$ cat config.mk
export PLATFORM = sky130hd
export DESIGN_NAME = cpu_core_param
export DESIGN_NICKNAME = d
export VERILOG_FILES = /design/src/rtl/cpu_pkg.sv /design/src/rtl/cpu_regfile.sv /design/src/rtl/cpu_core_param.sv
export SDC_FILE = /design/constraint.sdc
export NUM_CORES = 1
export LEC_CHECK = 0
export CAP_MARGIN = 30
export CELL_PAD_IN_SITES_DETAIL_PLACEMENT = 2
export CELL_PAD_IN_SITES_GLOBAL_PLACEMENT = 2
export CORE_MARGIN = 2
export CORE_UTILIZATION = 42
export CTS_BUF_LIST = sky130_fd_sc_hd__clkbuf_8
export CTS_CLUSTER_DIAMETER = 100
export DETAILED_ROUTE_END_ITERATION = 7
export PLACE_DENSITY_LB_ADDON = 0.25
export SLEW_MARGIN = 10
export SYNTH_ARGS = -nofsm -noshare
export SYNTH_HDL_FRONTEND = slang
export SYNTH_SLANG_ARGS = --single-unit
$ cat constraint.sdc
create_clock -name clk -period 9.43 [get_ports clk]
set_input_delay 1.4145 -clock clk [delete_from_list [all_inputs] [get_ports clk]]
set_output_delay 1.4145 -clock clk [all_outputs]
set_load 0.005 [all_outputs]
$ cat src/rtl/cpu_pkg.sv
// Shared definitions for the parametrised multi-cycle teaching CPU.
package cpu_pkg;

  localparam logic [3:0] OP_MOV  = 4'd0;
  localparam logic [3:0] OP_ADD  = 4'd1;
  localparam logic [3:0] OP_SUB  = 4'd2;
  localparam logic [3:0] OP_AND  = 4'd3;
  localparam logic [3:0] OP_OR   = 4'd4;
  localparam logic [3:0] OP_SHL  = 4'd5;
  localparam logic [3:0] OP_SHR  = 4'd6;
  localparam logic [3:0] OP_LDI  = 4'd7;
  localparam logic [3:0] OP_ADDI = 4'd8;
  localparam logic [3:0] OP_JMP  = 4'd9;
  localparam logic [3:0] OP_JZ   = 4'd10;
  localparam logic [3:0] OP_JNZ  = 4'd11;
  localparam logic [3:0] OP_HLT  = 4'd15;

  typedef enum logic [2:0] {
    ST_FT,
    ST_DC,
    ST_EX,
    ST_WB,
    ST_HALT
  } state_t;

  // Opcodes 0..8 are exactly the ones that write ra.
  function automatic logic op_writes(input logic [3:0] op);
    return (op <= OP_ADDI);
  endfunction

endpackage

$ cat src/rtl/cpu_regfile.sv
// Register file: two read ports latched on i_rd_en, one write port, one async debug read.
module cpu_regfile #(
  parameter int DW   = 16,
  parameter int RA_W = 3
) (
  input  logic            clk,
  input  logic            reset,
  input  logic            i_rd_en,
  input  logic [RA_W-1:0] i_ra_addr,
  input  logic [RA_W-1:0] i_rb_addr,
  output logic [DW-1:0]   o_a_data,
  output logic [DW-1:0]   o_b_data,
  input  logic            i_we,
  input  logic [RA_W-1:0] i_wr_addr,
  input  logic [DW-1:0]   i_wr_data,
  input  logic [RA_W-1:0] i_dbg_sel,
  output logic [DW-1:0]   o_dbg_data
);

  localparam int NREG = 2 ** RA_W;

  logic [DW-1:0] r_regs [NREG];
  logic [DW-1:0] r_a;
  logic [DW-1:0] r_b;

  // Register array write and operand latching; everything clears on reset.
  always_ff @(posedge clk or posedge reset) begin
    if (reset) begin
      for (int i = 0; i < NREG; i++) begin
        r_regs[i] <= '0;
      end
      r_a <= '0;
      r_b <= '0;
    end else begin
      if (i_we) begin
        r_regs[i_wr_addr] <= i_wr_data;
      end
      if (i_rd_en) begin
        r_a <= r_regs[i_ra_addr];
        r_b <= r_regs[i_rb_addr];
      end
    end
  end

  assign o_a_data   = r_a;
  assign o_b_data   = r_b;
  assign o_dbg_data = r_regs[i_dbg_sel];

endmodule

$ cat src/rtl/cpu_core_param.sv
// Multi-cycle FETCH/DECODE/EXEC/WB core with stalling instruction fetch and sticky HALT.
module cpu_core_param
  import cpu_pkg::*;
#(
  parameter int  DW    = 16,
  parameter int  RA_W  = 3,
  parameter int  IMM_W = 8,
  localparam int IW    = 4 + RA_W + IMM_W
) (
  input  logic             clk,
  input  logic             reset,
  input  logic             run,
  output logic             imem_req,
  output logic [IMM_W-1:0] imem_addr,
  input  logic             imem_ack,
  input  logic [IW-1:0]    imem_data,
  output logic [3:0]       phase,
  output logic [IMM_W-1:0] pc,
  output logic [IW-1:0]    instr,
  output logic             wb_en,
  output logic [RA_W-1:0]  wb_addr,
  output logic [DW-1:0]    wb_data,
  output logic             halted,
  input  logic [RA_W-1:0]  dbg_sel,
  output logic [DW-1:0]    dbg_data
);

  state_t           r_state;
  state_t           w_state_nxt;
  logic [IMM_W-1:0] r_pc;
  logic [IW-1:0]    r_instr;
  logic             r_req_pend;
  logic [DW-1:0]    r_res;

  logic [3:0]       w_op;
  logic [RA_W-1:0]  w_ra;
  logic [RA_W-1:0]  w_rb;
  logic [IMM_W-1:0] w_imm;
  logic [DW-1:0]    w_immz;
  logic [DW-1:0]    w_a;
  logic [DW-1:0]    w_b;
  logic [DW-1:0]    w_alu;
  logic             w_take;
  logic             w_fire;

  assign w_op   = r_instr[IW-1 -: 4];
  assign w_ra   = r_instr[IMM_W +: RA_W];
  assign w_imm  = r_instr[IMM_W-1:0];
  assign w_rb   = w_imm[IMM_W-1 -: RA_W];
  assign w_immz = DW'(w_imm);
  assign w_fire = imem_req && imem_ack;

  cpu_regfile #(
    .DW   (DW),
    .RA_W (RA_W)
  ) u_regfile (
    .clk        (clk),
    .reset      (reset),
    .i_rd_en    (r_state == ST_DC),
    .i_ra_addr  (w_ra),
    .i_rb_addr  (w_rb),
    .o_a_data   (w_a),
    .o_b_data   (w_b),
    .i_we       (wb_en),
    .i_wr_addr  (w_ra),
    .i_wr_data  (r_res),
    .i_dbg_sel  (dbg_sel),
    .o_dbg_data (dbg_data)
  );

  // Sequencer state register.
  always_ff @(posedge clk or posedge reset) begin
    if (reset) begin
      r_state <= ST_FT;
    end else begin
      r_state <= w_state_nxt;
    end
  end

  // Next-state: fetch stalls until the handshake completes; HLT leaves WB for HALT.
  always_comb begin
    w_state_nxt = r_state;
    unique case (r_state)
      ST_FT:   w_state_nxt = w_fire ? ST_DC : ST_FT;
      ST_DC:   w_state_nxt = ST_EX;
      ST_EX:   w_state_nxt = ST_WB;
      ST_WB:   w_state_nxt = (w_op == OP_HLT) ? ST_HALT : ST_FT;
      ST_HALT: w_state_nxt = ST_HALT;
      default: w_state_nxt = ST_FT;
    endcase
  end

  // Outputs decoded from state; a pending request outlives a dropped run.
  always_comb begin
    imem_req = 1'b0;
    phase    = 4'b0000;
    halted   = 1'b0;
    wb_en    = 1'b0;
    unique case (r_state)
      ST_FT: begin
        phase    = 4'b0001;
        imem_req = run || r_req_pend;
      end
      ST_DC:   phase = 4'b0010;
      ST_EX:   phase = 4'b0100;
      ST_WB: begin
        phase = 4'b1000;
        wb_en = op_writes(w_op);
      end
      ST_HALT: halted = 1'b1;
      default: phase = 4'b0000;
    endcase
  end

  // ALU result and branch decision, both from the operands latched in DECODE.
  always_comb begin
    w_alu  = '0;
    w_take = 1'b0;
    case (w_op)
      OP_MOV:  w_alu = w_b;
      OP_ADD:  w_alu = w_a + w_b;
      OP_SUB:  w_alu = w_a - w_b;
      OP_AND:  w_alu = w_a & w_b;
      OP_OR:   w_alu = w_a | w_b;
      OP_SHL:  w_alu = {w_a[DW-2:0], 1'b0};
      OP_SHR:  w_alu = {1'b0, w_a[DW-1:1]};
      OP_LDI:  w_alu = w_immz;
      OP_ADDI: w_alu = w_a + w_immz;
      OP_JMP:  w_take = 1'b1;
      OP_JZ:   w_take = (w_a == '0);
      OP_JNZ:  w_take = (w_a != '0);
      default: w_alu = '0;
    endcase
  end

  // PC, instruction latch, request-pending flag and EXEC result.
  always_ff @(posedge clk or posedge reset) begin
    if (reset) begin
      r_pc       <= '0;
      r_instr    <= '0;
      r_req_pend <= 1'b0;
      r_res      <= '0;
    end else begin
      r_req_pend <= imem_req && !imem_ack;
      if (w_fire) begin
        r_instr <= imem_data;
        r_pc    <= r_pc + {{(IMM_W-1){1'b0}}, 1'b1};
      end
      if (r_state == ST_EX) begin
        r_res <= w_alu;
        if (w_take) begin
          r_pc <= w_imm;
        end
      end
    end
  end

  assign imem_addr = r_pc;
  assign pc        = r_pc;
  assign instr     = r_instr;
  assign wb_addr   = w_ra;
  assign wb_data   = r_res;

endmodule

==> results of run 1 <==
==> worst reg2reg max path: stages, from the launching register on <==
cell and delay (ps):
dfrtp_1 360, buf_4 270, nand2b_1 270, or3_1 570, nand2_1 300, nand2_1 80, a221o_1 300, ha_1 350
a21o_1 180, a21oi_1 280, o21ai_0 300, a21oi_1 350, xor2_1 270, o21ai_0 120
==> synthesized netlist by cell type, types with 3 or more instances <==
master and count:
dfrtp_1 203, mux2_2 159, nand2_1 100, mux4_2 96, a21oi_1 78, clkbuf_1 55, nor2_1 49, o21ai_0 42
mux2i_1 36, ha_1 20, a22o_1 19, o22ai_1 15, buf_1 14, nor3_1 14, buf_4 13, xnor2_1 13
nand3_1 11, buf_2 9, nand4_1 8, xor2_1 8, inv_1 7, a21o_1 6, nor3b_1 6, nor4_1 6
o211ai_1 5, o31ai_1 5, a221o_1 4, buf_6 4, nand2b_1 4, nor2b_1 4, and3_1 3, nand3b_1 3
o21bai_1 3
==> final cells by class <==
cell class | instances | area (um2)
Fill cell | 2979 | 14900
Timing Repair Buffer | 120 | 1220
Clock inverter | 23 | 144
Sequential cell | 203 | 5080
Inverter | 8 | 37.5
Tap cell | 390 | 488
Multi-Input combinational cell | 759 | 7100
Clock buffer | 45 | 619
==> worst paths after layout <==
path	end	slack [ps]
min	u_regfile.r_regs[2]	560
max	dbg_data[6]	4470
max in group asynchronous	instr[6]	6800
max reg2reg	wb_data[10]	5310
min reg2reg	u_regfile.r_regs[2]	560
min in group asynchronous	u_regfile.r_regs[59]	1210
==> cells by family after synthesis <==
kind of cell	share of synthesized area (%)
DFF	40.2
buffers and inverters	3.77
muxes	34.1
AOI/OAI and AO/OA	9.72
adders and majority gates	2.14
and+or+nand+nor	8.63
xor gates and xnor gates	1.45
==> registers in the layout, summed over array words and instances (netlist names) <==
name / count
imem_addr: 8
instr: 15
r_req_pend: 1
r_state: 3
u_regfile.o_a_data: 16
u_regfile.o_b_data: 16
u_regfile.r_regs: 128
wb_data: 16
==> power groups by stage <==
stage / registers, mW / logic (mW) / clock network [mW]
after floorplan: 1.57 / 2.17 / 0
after global placement: 1.83 / 2.88 / 0
after detailed placement: 1.88 / 3.03 / 0
after CTS: 1.90 / 3.10 / 0.903
after global routing: 1.97 / 3.36 / 0.940
final: 1.92 / 3.09 / 0.886
==> metal layers <==
| layer | vias to the layer above | GRT usage, % |
|---|---|---|
| li1 | 4174 | - |
| met4 | 2 | 10.9 |
| met1 | 5331 | 39.3 |
| met2 | 353 | 49.6 |
| met5 | - | 0 |
| met3 | 106 | 4.78 |
==> metrics by stage <==
stage | cell area, um2 | cells
final | 14700 | 1548
after detailed placement | 13900 | 1478
after floorplan | 12600 | 1065
after global placement | 13800 | 1475
after global routing | 14700 | 1548
after CTS | 14600 | 1546
==> results.sh, run 1 <==
export IMPL_ys_seq_area_share_pct=40.2
export IMPL_vias=9966
export IMPL_finalSetupViolCount=0
export IMPL_rsz0062_at_grt="false"
export IMPL_cts_setup_buffers=0
export IMPL_grt_max_degree=136
export IMPL_p_leak_nw=6.24
export IMPL_first_iter_violations=469
export IMPL_p_per_area_nw_per_um2=402
export IMPL_clk_insertion_delay_late_ps=580
export IMPL_htreeDepth=2
export IMPL_cts_root_buf="clkbuf_8"
export IMPL_slew_headroom_pct=42.4
export IMPL_post_drt_via_cell_ratio=6.44
export IMPL_period_minus_slack_ps=4960
export IMPL_synth_edf_count=0
export IMPL_routed_wl_um=45600
export IMPL_cp_cell_sequence="clkdlybuf4s50_1, buf_4, mux4_2, mux2_2, clkdlybuf4s50_1"
export IMPL_power_share_clock_pct=15.0
export IMPL_met1_length_um=19200
export IMPL_synth_async_reset_ratio_pct=100
export IMPL_place_hpwl_um=28700
export IMPL_wl_met3_um=2240
export IMPL_cts_tree="done"
export IMPL_dpl_worst_slack_ps=4530
export IMPL_netlist_area_um2=12600
export IMPL_worst_path_buf_inv=3
export IMPL_cts_buffers=39
export IMPL_cp_max_fo=32
export IMPL_layout_commonest_cell="dfrtp_1"
export IMPL_wl_met2_um=22800
export IMPL_fin_nets=1174
export IMPL_syn_nets=1108
export IMPL_std_cell_rows=63
export IMPL_netlist_instances=1065
export IMPL_combPwrFrac_pct=52.4
export IMPL_drv_slew=0
export IMPL_ioPinCount=95
export IMPL_hold_violations=0
export IMPL_syn_area_per_cell_um2=11.9
export IMPL_worst_setup_path_type="in -> out"
export IMPL_min_from="u_regfile.r_regs[2]"
export IMPL_crit_start="dbg_sel[1]"
export IMPL_cts_sinks=203
export IMPL_hold_buffers=0
export IMPL_cts_repair_resized=0
export IMPL_arrival_ps=3540
export IMPL_synth_ff_latch_count=203
export IMPL_ant_nets=0
export IMPL_first_global_vias=11000
export IMPL_dieWidth_um=178
export IMPL_hold_depth=1
export IMPL_clock_skew_ps=37.9
export IMPL_grt_use_total_pct=29.8
export IMPL_cap_violations=0
export IMPL_hold_ws_ps=559
export IMPL_layout_drive_gt1_share_pct=30.8
export IMPL_num_antenna_cells=0
export IMPL_drc=0
export IMPL_grt_pass1_wl_um=70400
export IMPL_die_area_um2=31500
export IMPL_place_gp_congestion=0.784
export IMPL_ir_drop_v=0.000153
export IMPL_area_growth_pct=16.2
export IMPL_overflow=0
export IMPL_fin_total_pwr_mw=5.90
export IMPL_yosysWarnings=0
export IMPL_crit_path_end_kind="output pin"
export IMPL_switchingPower_mw=2.67
export IMPL_p_seq_share_pct=32.6
export IMPL_cts_path_max_buffers=3
export IMPL_period_share_pct=52.5
export IMPL_worst_slew_pin_transition_ps=865
export IMPL_numPortBuffers=94
export IMPL_start_kind="primary input"
export IMPL_intPower_mw=3.23
export IMPL_swShare_pct=45.3
export IMPL_synthDistinctLibCells=65
export IMPL_hp_class="reg -> reg"
export IMPL_highest_layer="met5"
export IMPL_final_cell_mix="199 x dfrtp_1, 159 x mux2_2, 100 x nand2_1, 96 x mux4_2, 93 x clkdlybuf4s50_1"
export IMPL_cp_top_family="buffers and inverters"
export IMPL_core_um2=29600
export IMPL_initial_core_util_pct=42.7
export IMPL_status="completed"
export IMPL_path_common_cell="clkdlybuf4s50_1"
export IMPL_die_height_um=178
export IMPL_max_stage_delay_ps=460
export IMPL_yosys_area_top_type_share_pct=40.2
export IMPL_crit_slowest_cell="buf_4"
export IMPL_final_core_util_pct=49.6
export IMPL_synth_flop_cell="dfrtp_1"
export IMPL_reg2reg_from="instr[13]"
export IMPL_finalSetupTns_ps=0
export IMPL_synth_area_top_cells="dfrtp_1 40%, mux4_2 17%, mux2_2 14%"
export IMPL_antenna_found_initial=1
export IMPL_wl_per_cell_um=29.4
export IMPL_worstPathRequired_ps=8020
export IMPL_setup_slack_ps=4470
export IMPL_synth_top_cell_by_area="dfrtp_1"
export IMPL_path_clk_slew_ps=50
export IMPL_path_depth=5
export IMPL_r2r_cells=13
export IMPL_drtPass1Iterations=5
export IMPL_timing_fmax_ghz=0.202
(Power assumes the default switching activity.)
==> run 2: changes to the inputs <==
- clock period: 9.43 -> 4.6 ns (I/O delays scaled with it)
==> run 2 against run 1 <==
  * Clock-buffer cell count up 4
  * Via count down 0.31%
  * Design area up 0.15%
  * Register-to-register slack worse by 4600 ps
  * Non-clock buffer count up 5
  * Largest cell class unchanged
==> results.sh, run 2 (same netlist as run 1, synthesis figures left out) <==
export IMPL_timing_fmax_ghz=0.257
export IMPL_worst_slew_pin_transition_ps=899
export IMPL_fin_nets=1179
export IMPL_drc=0
export IMPL_vias=9935
export IMPL_intPower_mw=6.76
export IMPL_path_clk_slew_ps=60
export IMPL_clock_skew_ps=23.1
export IMPL_fillCellCount=2912
export IMPL_overflow=0
export IMPL_routed_wl_um=45300
export IMPL_worst_path_buf_inv=1
export IMPL_cts_root_buf="clkbuf_8"
export IMPL_dieWidth_um=178
export IMPL_p_leak_nw=6.26
export IMPL_place_gp_congestion=0.860
export IMPL_core_um2=29600
export IMPL_first_iter_violations=854
export IMPL_cts_repair_resized=0
export IMPL_finalSetupTns_ps=0
export IMPL_cap_violations=0
export IMPL_drv_slew=0
export IMPL_switchingPower_mw=5.39
export IMPL_numPortBuffers=94
export IMPL_hold_violations=0
export IMPL_layout_commonest_cell="dfrtp_1"
export IMPL_cp_max_fo=15
export IMPL_ir_drop_v=0.000363
export IMPL_drtPass1Iterations=5
export IMPL_place_hpwl_um=28900
export IMPL_worstPathRequired_ps=5020
export IMPL_max_stage_delay_ps=770
export IMPL_path_common_cell="nand2_1"
export IMPL_post_drt_via_cell_ratio=6.39
export IMPL_cts_setup_buffers=0
export IMPL_cp_top_family="compound AO/OA/AOI/OAI gates"
export IMPL_period_minus_slack_ps=3890
export IMPL_htreeDepth=2
export IMPL_final_cell_mix="199 x dfrtp_1, 159 x mux2_2, 100 x nand2_1, 96 x mux4_2, 93 x clkdlybuf4s50_1"
export IMPL_cts_buffers=39
export IMPL_power_share_clock_pct=15.6
export IMPL_swShare_pct=44.4
export IMPL_hold_buffers=0
export IMPL_cts_tree="done"
export IMPL_p_seq_share_pct=32.8
export IMPL_ant_nets=0
export IMPL_start_kind="register"
export IMPL_arrival_ps=4310
export IMPL_top_register="u_regfile.r_regs"
export IMPL_combPwrFrac_pct=51.6
export IMPL_std_cell_rows=63
export IMPL_die_area_um2=31500
export IMPL_worst_setup_path_type="reg -> reg"
export IMPL_crit_slowest_cell="or4b_2"
export IMPL_die_height_um=178
export IMPL_crit_path_end_kind="register"
export IMPL_status="completed"
export IMPL_cp_cell_sequence="buf_4, or4b_2, nand2_1, nand2_1, a221o_1, ha_1, a21o_1, a21oi_1, o21ai_0, a211oi_1, o41a_1, nand2_1"
export IMPL_area_growth_pct=16.4
export IMPL_fin_total_pwr_mw=12.2
export IMPL_grt_max_degree=144
export IMPL_antenna_found_initial=1
export IMPL_rsz0062_at_grt="false"
export IMPL_first_global_vias=10900
export IMPL_slew_headroom_pct=39.9
export IMPL_initial_core_util_pct=42.7
export IMPL_ioPinCount=95
export IMPL_cts_path_max_buffers=3
export IMPL_hp_class="reg -> reg"
export IMPL_finalSetupViolCount=0
export IMPL_period_share_pct=84.5
export IMPL_clk_insertion_delay_late_ps=550
export IMPL_wl_per_cell_um=29.2
export IMPL_largest_reg_flops=128
export IMPL_grt_pass1_wl_um=69400
export IMPL_grt_use_total_pct=29.5
export IMPL_p_per_area_nw_per_um2=826
export IMPL_layout_drive_gt1_share_pct=30.8
export IMPL_cts_sinks=203
-- run 2: layer usage --
layer	routed length, um	global-route usage (%)	share of wire [%]
met4	1200	9.12	2.6
met1	20000	40.6	44
met5	13	0	0.029
met2	22100	48.4	49
met3	2090	4.26	4.6
-- run 2: final timing paths --
check / startpoint / end / slack (ps) / depth (start not counted)
min in group asynchronous: reset / u_regfile.r_regs[73] / 690 / 3
worst max-delay path: instr[13] / wb_data[14] / 710 / 12
max in group asynchronous: reset / instr[9] / 3170 / 3
worst min-delay path: u_regfile.r_regs[85] / u_regfile.r_regs[85] / 560 / 1
worst max register to register: instr[13] / wb_data[14] / 710 / 12
worst min register to register: u_regfile.r_regs[85] / u_regfile.r_regs[85] / 560 / 1
-- run 2: metrics by stage --
stage	worst slack, ps	hold slack, ps	cells	util [%]	instance area (um2)
after floorplan	1260	509	1065	-	12600
after global placement	939	531	1484	46.8	13900
after detailed placement	742	542	1485	46.9	13900
after CTS	704	560	1554	49.6	14700
after global routing	461	579	1554	49.6	14700
final	715	560	1555	49.6	14700
-- run 2: layout make-up --
cell class                      instances  area [um2]  area share [%]
Clock inverter                         20         138           0.935
Sequential cell                       203        5080            34.6
Timing Repair Buffer                  125        1190            8.11
Antenna cell                            1        2.50          0.0170
Clock buffer                           49         674            4.58
Inverter                                8        33.8           0.230
Tap cell                              390         488            3.32
Multi-Input combinational cell        759        7100            48.2
-- run 2: worst register-to-register path: stages (launching register included) --
cell and delay (ps):
dfrtp_1 380, buf_4 200, or4b_2 780, nand2_1 230, nand2_1 80, a221o_1 310, ha_1 340, a21o_1 180
a21oi_1 320, o21ai_0 210, a211oi_1 490, o41a_1 190, nand2_1 50
-- run 2: power groups by stage --
stage	Sequential, mW	Clock, mW	Combinational (mW)
floorplan	3.22	0	4.45
global placement	3.87	0	5.83
detailed placement	3.95	0	6.15
CTS	3.95	1.95	6.28
global route	4.12	2.01	6.78
finish	3.99	1.90	6.27
==> run 3: changes to the inputs <==
- clock period: 4.6 -> 3.62 ns (I/O delays scaled with it)
==> run 3 against run 2 <==
  * Total power up 29%
  * Clock-buffer cell count up 4
  * Flip-flop and latch count unchanged
  * Hold slack worse by 110 ps
  * First-iteration DRC count down 16%
  * Critical path depth down 1
  * Non-clock buffer count up 17
  * Die area unchanged
  * Register-to-register slack worse by 510 ps
  * Clock skew up 17 ps
  * Sequential power up 25%
==> results.sh, run 3 (same netlist as run 1, synthesis figures left out) <==
export IMPL_cts_buffers=39
export IMPL_layout_drive_gt1_share_pct=32.6
export IMPL_num_antenna_cells=0
export IMPL_wl_per_cell_um=29.7
export IMPL_drc=0
export IMPL_slew_headroom_pct=42.8
export IMPL_first_iter_violations=717
export IMPL_status="completed"
export IMPL_arrival_ps=3820
export IMPL_antenna_found_initial=0
export IMPL_initial_core_util_pct=42.7
export IMPL_groute_layer_met2_usage_pct=50.2
export IMPL_routed_wl_um=46700
export IMPL_ir_drop_v=0.000393
export IMPL_hp_class="in -> async"
export IMPL_overflow=0
export IMPL_grt_max_degree=66
export IMPL_p_per_area_nw_per_um2=1050
export IMPL_grt_use_total_pct=30.5
export IMPL_cts_tree="done"
export IMPL_htreeDepth=2
export IMPL_clock_skew_ps=40.5
export IMPL_finalSetupViolCount=0
export IMPL_final_cell_mix="199 x dfrtp_1, 159 x mux2_2, 100 x nand2_1, 96 x mux4_2, 93 x clkdlybuf4s50_1"
export IMPL_cts_setup_buffers=0
export IMPL_setup_slack_ps=208
export IMPL_numPortBuffers=94
export IMPL_first_global_vias=11100
export IMPL_top_register="u_regfile.r_regs"
export IMPL_place_hpwl_um=30700
export IMPL_drv_slew=0
export IMPL_grt_pass1_wl_um=71700
export IMPL_finalSetupTns_ps=0
export IMPL_hold_violations=0
export IMPL_worst_setup_path_type="reg -> reg"
export IMPL_timing_fmax_ghz=0.293
export IMPL_post_drt_via_cell_ratio=6.33
export IMPL_fillCellCount=2942
export IMPL_busiest_layer="met2"
export IMPL_std_cell_rows=63
export IMPL_cp_max_fo=6
export IMPL_drtPass1Iterations=5
export IMPL_cts_sinks=203
export IMPL_die_height_um=178
export IMPL_largest_reg_flops=128
export IMPL_crit_path_end_kind="register"
export IMPL_path_clk_slew_ps=70
export IMPL_place_gp_congestion=0.828
export IMPL_clk_insertion_delay_late_ps=570
export IMPL_cap_violations=0
export IMPL_grt_met1_usage_pct=41.2
export IMPL_p_leak_nw=6.35
export IMPL_core_um2=29600
export IMPL_ant_nets=0
export IMPL_layout_commonest_cell="dfrtp_1"
export IMPL_worst_slew_pin_transition_ps=857
export IMPL_fin_nets=1196
export IMPL_dpl_worst_slack_ps=33.9
export IMPL_period_minus_slack_ps=3410
export IMPL_reg2reg_from="instr[13]"
export IMPL_vias=9944
export IMPL_cts_path_max_buffers=3
export IMPL_cts_root_buf="clkbuf_8"
export IMPL_period_share_pct=94.3
export IMPL_rsz0062_at_grt="false"
export IMPL_dieWidth_um=178
export IMPL_grt_use_met3_pct=4.54
export IMPL_start_kind="register"
export IMPL_ioPinCount=95
export IMPL_area_growth_pct=18.0
export IMPL_crit_start="instr[13]"
export IMPL_worstPathRequired_ps=4020
export IMPL_hold_ws_ps=454
export IMPL_die_area_um2=31500
## run 3: path summary, 6_finish.rpt
check	to	slack, ps	depth (start not counted)
max reg2reg	wb_data[12]	210	11
max	wb_data[12]	210	11
max in group asynchronous	u_regfile.o_a_data[15]	2220	3
min reg2reg	u_regfile.r_regs[59]	550	1
min in group clk	instr[10]	500	3
min	u_regfile.r_regs[58]	450	2
## run 3: per-stage QoR
step | cell area (um2) | utilization [%] | cells | total power, mW
2_1_floorplan | 12600 | - | 1065 | 9.74
3_3_place_gp | 14100 | 47.5 | 1502 | 12.4
3_5_place_dp | 14100 | 47.5 | 1502 | 13.0
4_1_cts | 14900 | 50.3 | 1571 | 15.7
5_1_grt | 14900 | 50.4 | 1571 | 16.7
6_report | 14900 | 50.4 | 1571 | 15.7
## run 3: power breakdown
| group | leakage [nW] | internal (mW) | switching (mW) |
|---|---|---|---|
| combinational | 3.28 | 4.07 | 4.15 |
| clock | 0.465 | 1.38 | 1.09 |
| sequential | 2.61 | 3.25 | 1.75 |
| total | 6.35 | 8.70 | 6.99 |
## run 3: cell type report
cell class | count | area, um2 | share of cell area [%]
multi-input cells | 759 | 7110 | 47.7
flip-flops and latches | 203 | 5080 | 34.1
repair buffers | 142 | 1370 | 9.19
clock buffers | 53 | 729 | 4.89
well taps | 390 | 488 | 3.27
clock inverters | 16 | 103 | 0.687
inverters | 8 | 33.8 | 0.226
## run 3: what timing repair did
| item | 4_1_cts | 5_1_grt |
|---|---|---|
| cloned | 0 | 0 |
| setup endpoints to repair | 1 | 7 |
| resized for setup | 1 | 2 |
| hold buffers | 0 | 0 |
| endpoints found under the hold margin | 0 | 0 |
## run 3: layer usage
metal  up-vias  routed length [um]
met5         -                   0
met4         0                1540
met3       104                2150
met2       317               23200
met1      5320               19800
li1       4203                   -
## run 3: critical path, stage by stage, from the launching register on
cell     delay (ps)
dfrtp_1         420
or4b_2          650
nand2_1         230
nand2_1          80
a221o_1         300
ha_1            330
a21o_1          180
a21oi_1         280
o21ai_0         200
a21oi_1         280
mux2i_1         220
nand2_1          60
